## config.mk

```make
export PLATFORM = sky130hd
export DESIGN_NAME = fetch_unit
export DESIGN_NICKNAME = d
export VERILOG_FILES = /design/src/rtl/fetch_pkg.sv /design/src/rtl/fetch_fifo.sv /design/src/rtl/fetch_unit.sv
export SDC_FILE = /design/constraint.sdc
export NUM_CORES = 1
export LEC_CHECK = 0
export CAP_MARGIN = 20
export CORE_UTILIZATION = 35
export DETAILED_ROUTE_END_ITERATION = 7
export PLACE_DENSITY_LB_ADDON = 0.05
export SLEW_MARGIN = 40
export SYNTH_ARGS = -nofsm -noshare
export SYNTH_HDL_FRONTEND = slang
export SYNTH_HIERARCHICAL = 1
export SYNTH_SLANG_ARGS = --single-unit
```

## constraint.sdc

```tcl
create_clock -name clk -period 6.2 [get_ports clk]
set_input_delay 1.24 -clock clk [delete_from_list [all_inputs] [get_ports clk]]
set_output_delay 1.24 -clock clk [all_outputs]
set_load 0.1 [all_outputs]
```

## src/rtl/fetch_pkg.sv

```systemverilog
// Shared types and constants for the instruction fetch front end.
package fetch_pkg;

  localparam int          FETCH_XLEN = 32;
  localparam logic [31:0] NOP_INSTR  = 32'h0000_0013;
  localparam logic [31:0] PC_STEP    = 32'd4;

  typedef struct packed {
    logic [FETCH_XLEN-1:0] pc;
    logic [FETCH_XLEN-1:0] instr;
    logic                  fault;
  } fetch_entry_t;

endpackage

```

## src/rtl/fetch_fifo.sv

```systemverilog
// Prefetch FIFO of fetch_entry_t with push, pop and flush.
// Reset and flush both empty it; a push into a full FIFO is legal only alongside a pop.
module fetch_fifo
  import fetch_pkg::*;
#(
  parameter int DEPTH = 4
) (
  input  logic                       clk,
  input  logic                       reset,
  input  logic                       flush,
  input  logic                       push,
  input  logic                       pop,
  input  fetch_entry_t               wdata,
  output fetch_entry_t               head,
  output logic [$clog2(DEPTH+1)-1:0] count,
  output logic                       full,
  output logic                       empty
);

  localparam int CW = $clog2(DEPTH + 1);
  localparam int PW = $clog2(DEPTH);

  fetch_entry_t    mem [DEPTH];
  logic [PW-1:0]   wr_ptr;
  logic [PW-1:0]   rd_ptr;

  // Pointer and occupancy tracking; pointers wrap naturally since DEPTH is a power of two.
  always_ff @(posedge clk) begin
    if (reset || flush) begin
      wr_ptr <= '0;
      rd_ptr <= '0;
      count  <= '0;
    end else begin
      if (push) begin
        wr_ptr <= wr_ptr + PW'(1);
      end
      if (pop) begin
        rd_ptr <= rd_ptr + PW'(1);
      end
      case ({push, pop})
        2'b10:   count <= count + CW'(1);
        2'b01:   count <= count - CW'(1);
        default: count <= count;
      endcase
    end
  end

  // Entry storage, no reset needed since count gates visibility.
  always_ff @(posedge clk) begin
    if (push && !flush && !reset) begin
      mem[wr_ptr] <= wdata;
    end
  end

  assign head  = mem[rd_ptr];
  assign full  = (count == CW'(DEPTH));
  assign empty = (count == CW'(0));

endmodule

```

## src/rtl/fetch_unit.sv

```systemverilog
// Instruction fetch front end: fetch PC, prefetch FIFO and valid/ready toward decode.
// Optional feature macro: FETCH_MISALIGN_TRAP_EN (misaligned-PC fault marker and halt).
module fetch_unit
  import fetch_pkg::*;
#(
  parameter int               XLEN       = 32,
  parameter int               ADDR_WIDTH = 8,
  parameter logic [XLEN-1:0]  RESET_PC   = 32'h0000_0000,
  parameter int               FIFO_DEPTH = 4
) (
  input  logic                  clk,
  input  logic                  reset,
  output logic [ADDR_WIDTH-1:0] imem_addr,
  input  logic [XLEN-1:0]       imem_rd,
  input  logic                  redirect_valid,
  input  logic [XLEN-1:0]       redirect_pc,
  output logic                  out_valid,
  input  logic                  out_ready,
  output logic [XLEN-1:0]       out_instr,
  output logic [XLEN-1:0]       out_pc
`ifdef FETCH_MISALIGN_TRAP_EN
  ,
  output logic                  out_fault
`endif
);

  logic [XLEN-1:0]                 fetch_pc;
  logic                            halted;
  logic                            push;
  logic                            pop;
  fetch_entry_t                    wr_entry;
  fetch_entry_t                    head;
  logic [$clog2(FIFO_DEPTH+1)-1:0] fifo_count;
  logic                            fifo_full;
  logic                            fifo_empty;

  // Without the trap feature a loaded PC is forced word-aligned.
  function automatic logic [XLEN-1:0] load_pc(input logic [XLEN-1:0] pc);
`ifdef FETCH_MISALIGN_TRAP_EN
    return pc;
`else
    return {pc[XLEN-1:2], 2'b00};
`endif
  endfunction

  assign imem_addr = fetch_pc[ADDR_WIDTH+1:2];

  // Handshake decode and the entry written on a push.
  always_comb begin
    pop            = !fifo_empty && out_ready;
    push           = !reset && !redirect_valid && !halted && (!fifo_full || pop);
    wr_entry.pc    = fetch_pc;
    wr_entry.instr = imem_rd;
    wr_entry.fault = 1'b0;
`ifdef FETCH_MISALIGN_TRAP_EN
    if (fetch_pc[1:0] != 2'b00) begin
      wr_entry.instr = NOP_INSTR;
      wr_entry.fault = 1'b1;
    end else begin
      wr_entry.fault = 1'b0;
    end
`endif
  end

  // Fetch PC: reset beats redirect beats sequential advance.
  always_ff @(posedge clk) begin
    if (reset) begin
      fetch_pc <= load_pc(RESET_PC);
    end else if (redirect_valid) begin
      fetch_pc <= load_pc(redirect_pc);
    end else if (push) begin
      fetch_pc <= fetch_pc + XLEN'(PC_STEP);
    end
  end

`ifdef FETCH_MISALIGN_TRAP_EN
  // Halt after emitting a fault marker until the next redirect.
  always_ff @(posedge clk) begin
    if (reset || redirect_valid) begin
      halted <= 1'b0;
    end else if (push && wr_entry.fault) begin
      halted <= 1'b1;
    end
  end
`else
  assign halted = 1'b0;
`endif

  fetch_fifo #(
    .DEPTH (FIFO_DEPTH)
  ) u_fifo (
    .clk   (clk),
    .reset (reset),
    .flush (redirect_valid),
    .push  (push),
    .pop   (pop),
    .wdata (wr_entry),
    .head  (head),
    .count (fifo_count),
    .full  (fifo_full),
    .empty (fifo_empty)
  );

  // Output gating: head fields read as zero whenever nothing is valid.
  always_comb begin
    out_valid = (fifo_count != '0);
    out_pc    = '0;
    out_instr = '0;
`ifdef FETCH_MISALIGN_TRAP_EN
    out_fault = 1'b0;
`endif
    if (out_valid) begin
      out_pc    = head.pc;
      out_instr = head.instr;
`ifdef FETCH_MISALIGN_TRAP_EN
      out_fault = head.fault;
`endif
    end else begin
      out_pc    = '0;
      out_instr = '0;
    end
  end

`ifndef FETCH_MISALIGN_TRAP_EN
  logic head_fault_unused;
  assign head_fault_unused = head.fault;
`endif

endmodule

```

==> implementation parameters <==
Parameter                              Value

CTS
  CTS buffer count    31
  Clock latency at the later pin of the worst-skew pair    0.55 ns
  Setup Fix Bufs, Post-CTS    0
  Hold buffer count at cts    0
  Clock transition at the registers of the reported paths    0.06 ns
  Clk root buf    sky130_fd_sc_hd__clkbuf_16
  Number of sinks handled by clock tree synthesis    295
  TritonCTS clock tree    built
  Post_cts resized    0
  Number of H-tree branching levels    1
  Longest Clk Path Bufs    3

Cells and area
  Non-Filler Instances    around 1,300
  Fill cell total of the finished layout    3,034
  Area overhead of the layout relative to synthesis    22.0%
  Total inserted antenna cells    0
  Fraction of the core area covered by cells at the end of the flow    43.6%
  Sequential standard cell area    roughly 0.0085 mm^2
  Cell area after layout    between 0.01 and 0.015 mm^2
  Net total in the final layout    around 900
  Share of post-route cells with drive strength above 1    26.3%
  Area of the multi-input gates    between 0.003 and 0.004 mm^2

Timing
  Maximum achievable frequency    ~260 MHz
  Worst Max-Slew Pin Slew    ~0.74 ns
  Final critical delay including setup and external delays    approximately 3.8 ns
  Number of max-slew violations in the final report    0
  Worst slew slack as a fraction of its limit    between 50% and 60%
  Clock Skew    0.0130 ns
  Final worst path period share    61.4%
  Number of endpoints with negative hold slack in the final report    0
  Worst setup margin    between 2 and 2.5 ns
  Setup tns final    0 ns
  Unrepaired setup endpoints after global routing    false
  Hold_ws    0.545 ns
  Setup violations, final    0

Global routing
  Overall track demand over capacity in global routing    14.9%
  Number of global-route vias before repair    6,855
  Initial antenna violation count    0
  Grt total ovfl    0
  Pin count of the biggest net entering global routing    51
  Wire length of the first global-routing pass    39,800 um

Worst setup path
  Reg2Reg Depth    6
  Arrival time of data at the critical path endpoint    2.57 ns
  Startpoint kind of the worst setup timing path    flip-flop
  Crit path capture type    output port
  CP Data Required Time    around 5.0 ns
  Biggest fanout along the worst timing path    24
  Worst setup path category    flip-flop to output port

Yosys
  Syn avg cell area    between 15 and 20 um^2
  Synthesized instance count    680
  Synth warn    6
  Area of the mapped netlist    0.0120 mm^2

Flow run
  Max-cap violation count    0

Routing
  Routed wire length per instance    19.7 um
  Antenna viol nets, final    0
  Via density per instance    4.88
  Count of routing violations after the opening detailed-route iteration    363
  Vias after detailed routing    6,344
  Number of detailed-route iterations in the first pass    4
  Detailed-route wire length    around 26,000 um
  Residual DRC    0

Run status
  Status    complete, no violations

Place
  # placed instances    approximately 1,200
  Total half-perimeter wirelength after legalization and detailed placement    16,200 um
  Pre-CTS WS    1.94 ns
  GP Congestion    between 0.7 and 0.8
  Placed standard-cell area    ~0.014 mm^2
  Count of port buffers added during placement    around 140

Die
  Die height    around 190 um
  IO Count    141
  Core footprint    0.0337 mm^2
  Starting density of the core    35.7%
  Std cell rows    67
  Total die area    0.0352 mm^2
  Die W    about 190 um

Power and ir drop
  Max VDD drop    195 uV
  Leak Pwr    4.90 nW
  Overall power    4.40 mW
  Cell Pwr Density    300 mW/mm^2

Min path
  Hold Crit Class    flip-flop to flip-flop
  Hold path depth    2
## power breakdown
part | internal, mW | leakage (nW) | total, mW | switching (mW)
Sequential | 2.18 | 2.67 | 2.21 | 0.0318
Clock | 1.14 | 0.518 | 1.87 | 0.730
Combinational | 0.0956 | 1.71 | 0.321 | 0.226
## final cells by class
class,count,share of cell area [%]
multi-input combinational,335,22.2
sequential,295,57.7
inverter,14,0.366
timing repair buffer,153,8.71
clock buffer,45,6.43
tap,448,3.82
clock inverter,11,0.750
## cell usage in the layout, fill, tap and decap left out, drive strengths merged, types with 4 or more instances in the layout
cell type      count
xnor2             21
and4               7
a211oi            19
nor3               6
nor4               6
clkinv            10
edfxtp           256
dfxtp             39
conb               8
and2              67
mux4              64
xor2              11
nand2             25
nor2              33
or3                4
clkbuf            45
clkdlybuf4s50     65
nand4              7
ha                 6
buf               88
o21ai              5
and3               7
a21oi             10
inv               12
nand3              9
## metal layers
metal / wire, um / vias up / track usage, % / share of wire (%)
met5: 0 / - / 0 / 0
li1: - / 2931 / - / -
met1: 11300 / 3231 / 19.9 / 44
met3: 1250 / 34 / 2.38 / 4.9
met4: 495 / 0 / 3.31 / 1.9
met2: 12600 / 148 / 25.4 / 49
## sequential cells by signal (all words and copies together), names as in the netlist, named ones only
register and cells:
u_fifo/rd_ptr 2, u_fifo/count 3, u_fifo/mem 256, fetch_pc 30, u_fifo/wr_ptr 2
## worst max-delay path, cell delays in order (launching register included)
cell and delay, ns:
sky130_fd_sc_hd__dfxtp_4 0.67, sky130_fd_sc_hd__buf_12 0.30, sky130_fd_sc_hd__mux4_2 0.53, sky130_fd_sc_hd__and2_1 0.17, sky130_fd_sc_hd__buf_2 0.30
## final timing paths
path,startpoint,end,slack (ns)
worst max-delay path,flip-flop,out_instr[13],2.39
worst min-delay path,u_fifo/rd_ptr[0]$_SDFFE_PP0P_,flip-flop,0.54
worst max register to register,u_fifo/count[0]$_SDFFE_PP0P_,u_fifo/mem[1][2]$_DFFE_PP_,3.63
worst min register to register,u_fifo/rd_ptr[0]$_SDFFE_PP0P_,flip-flop,0.54
Power figures use the tool's default switching activity.
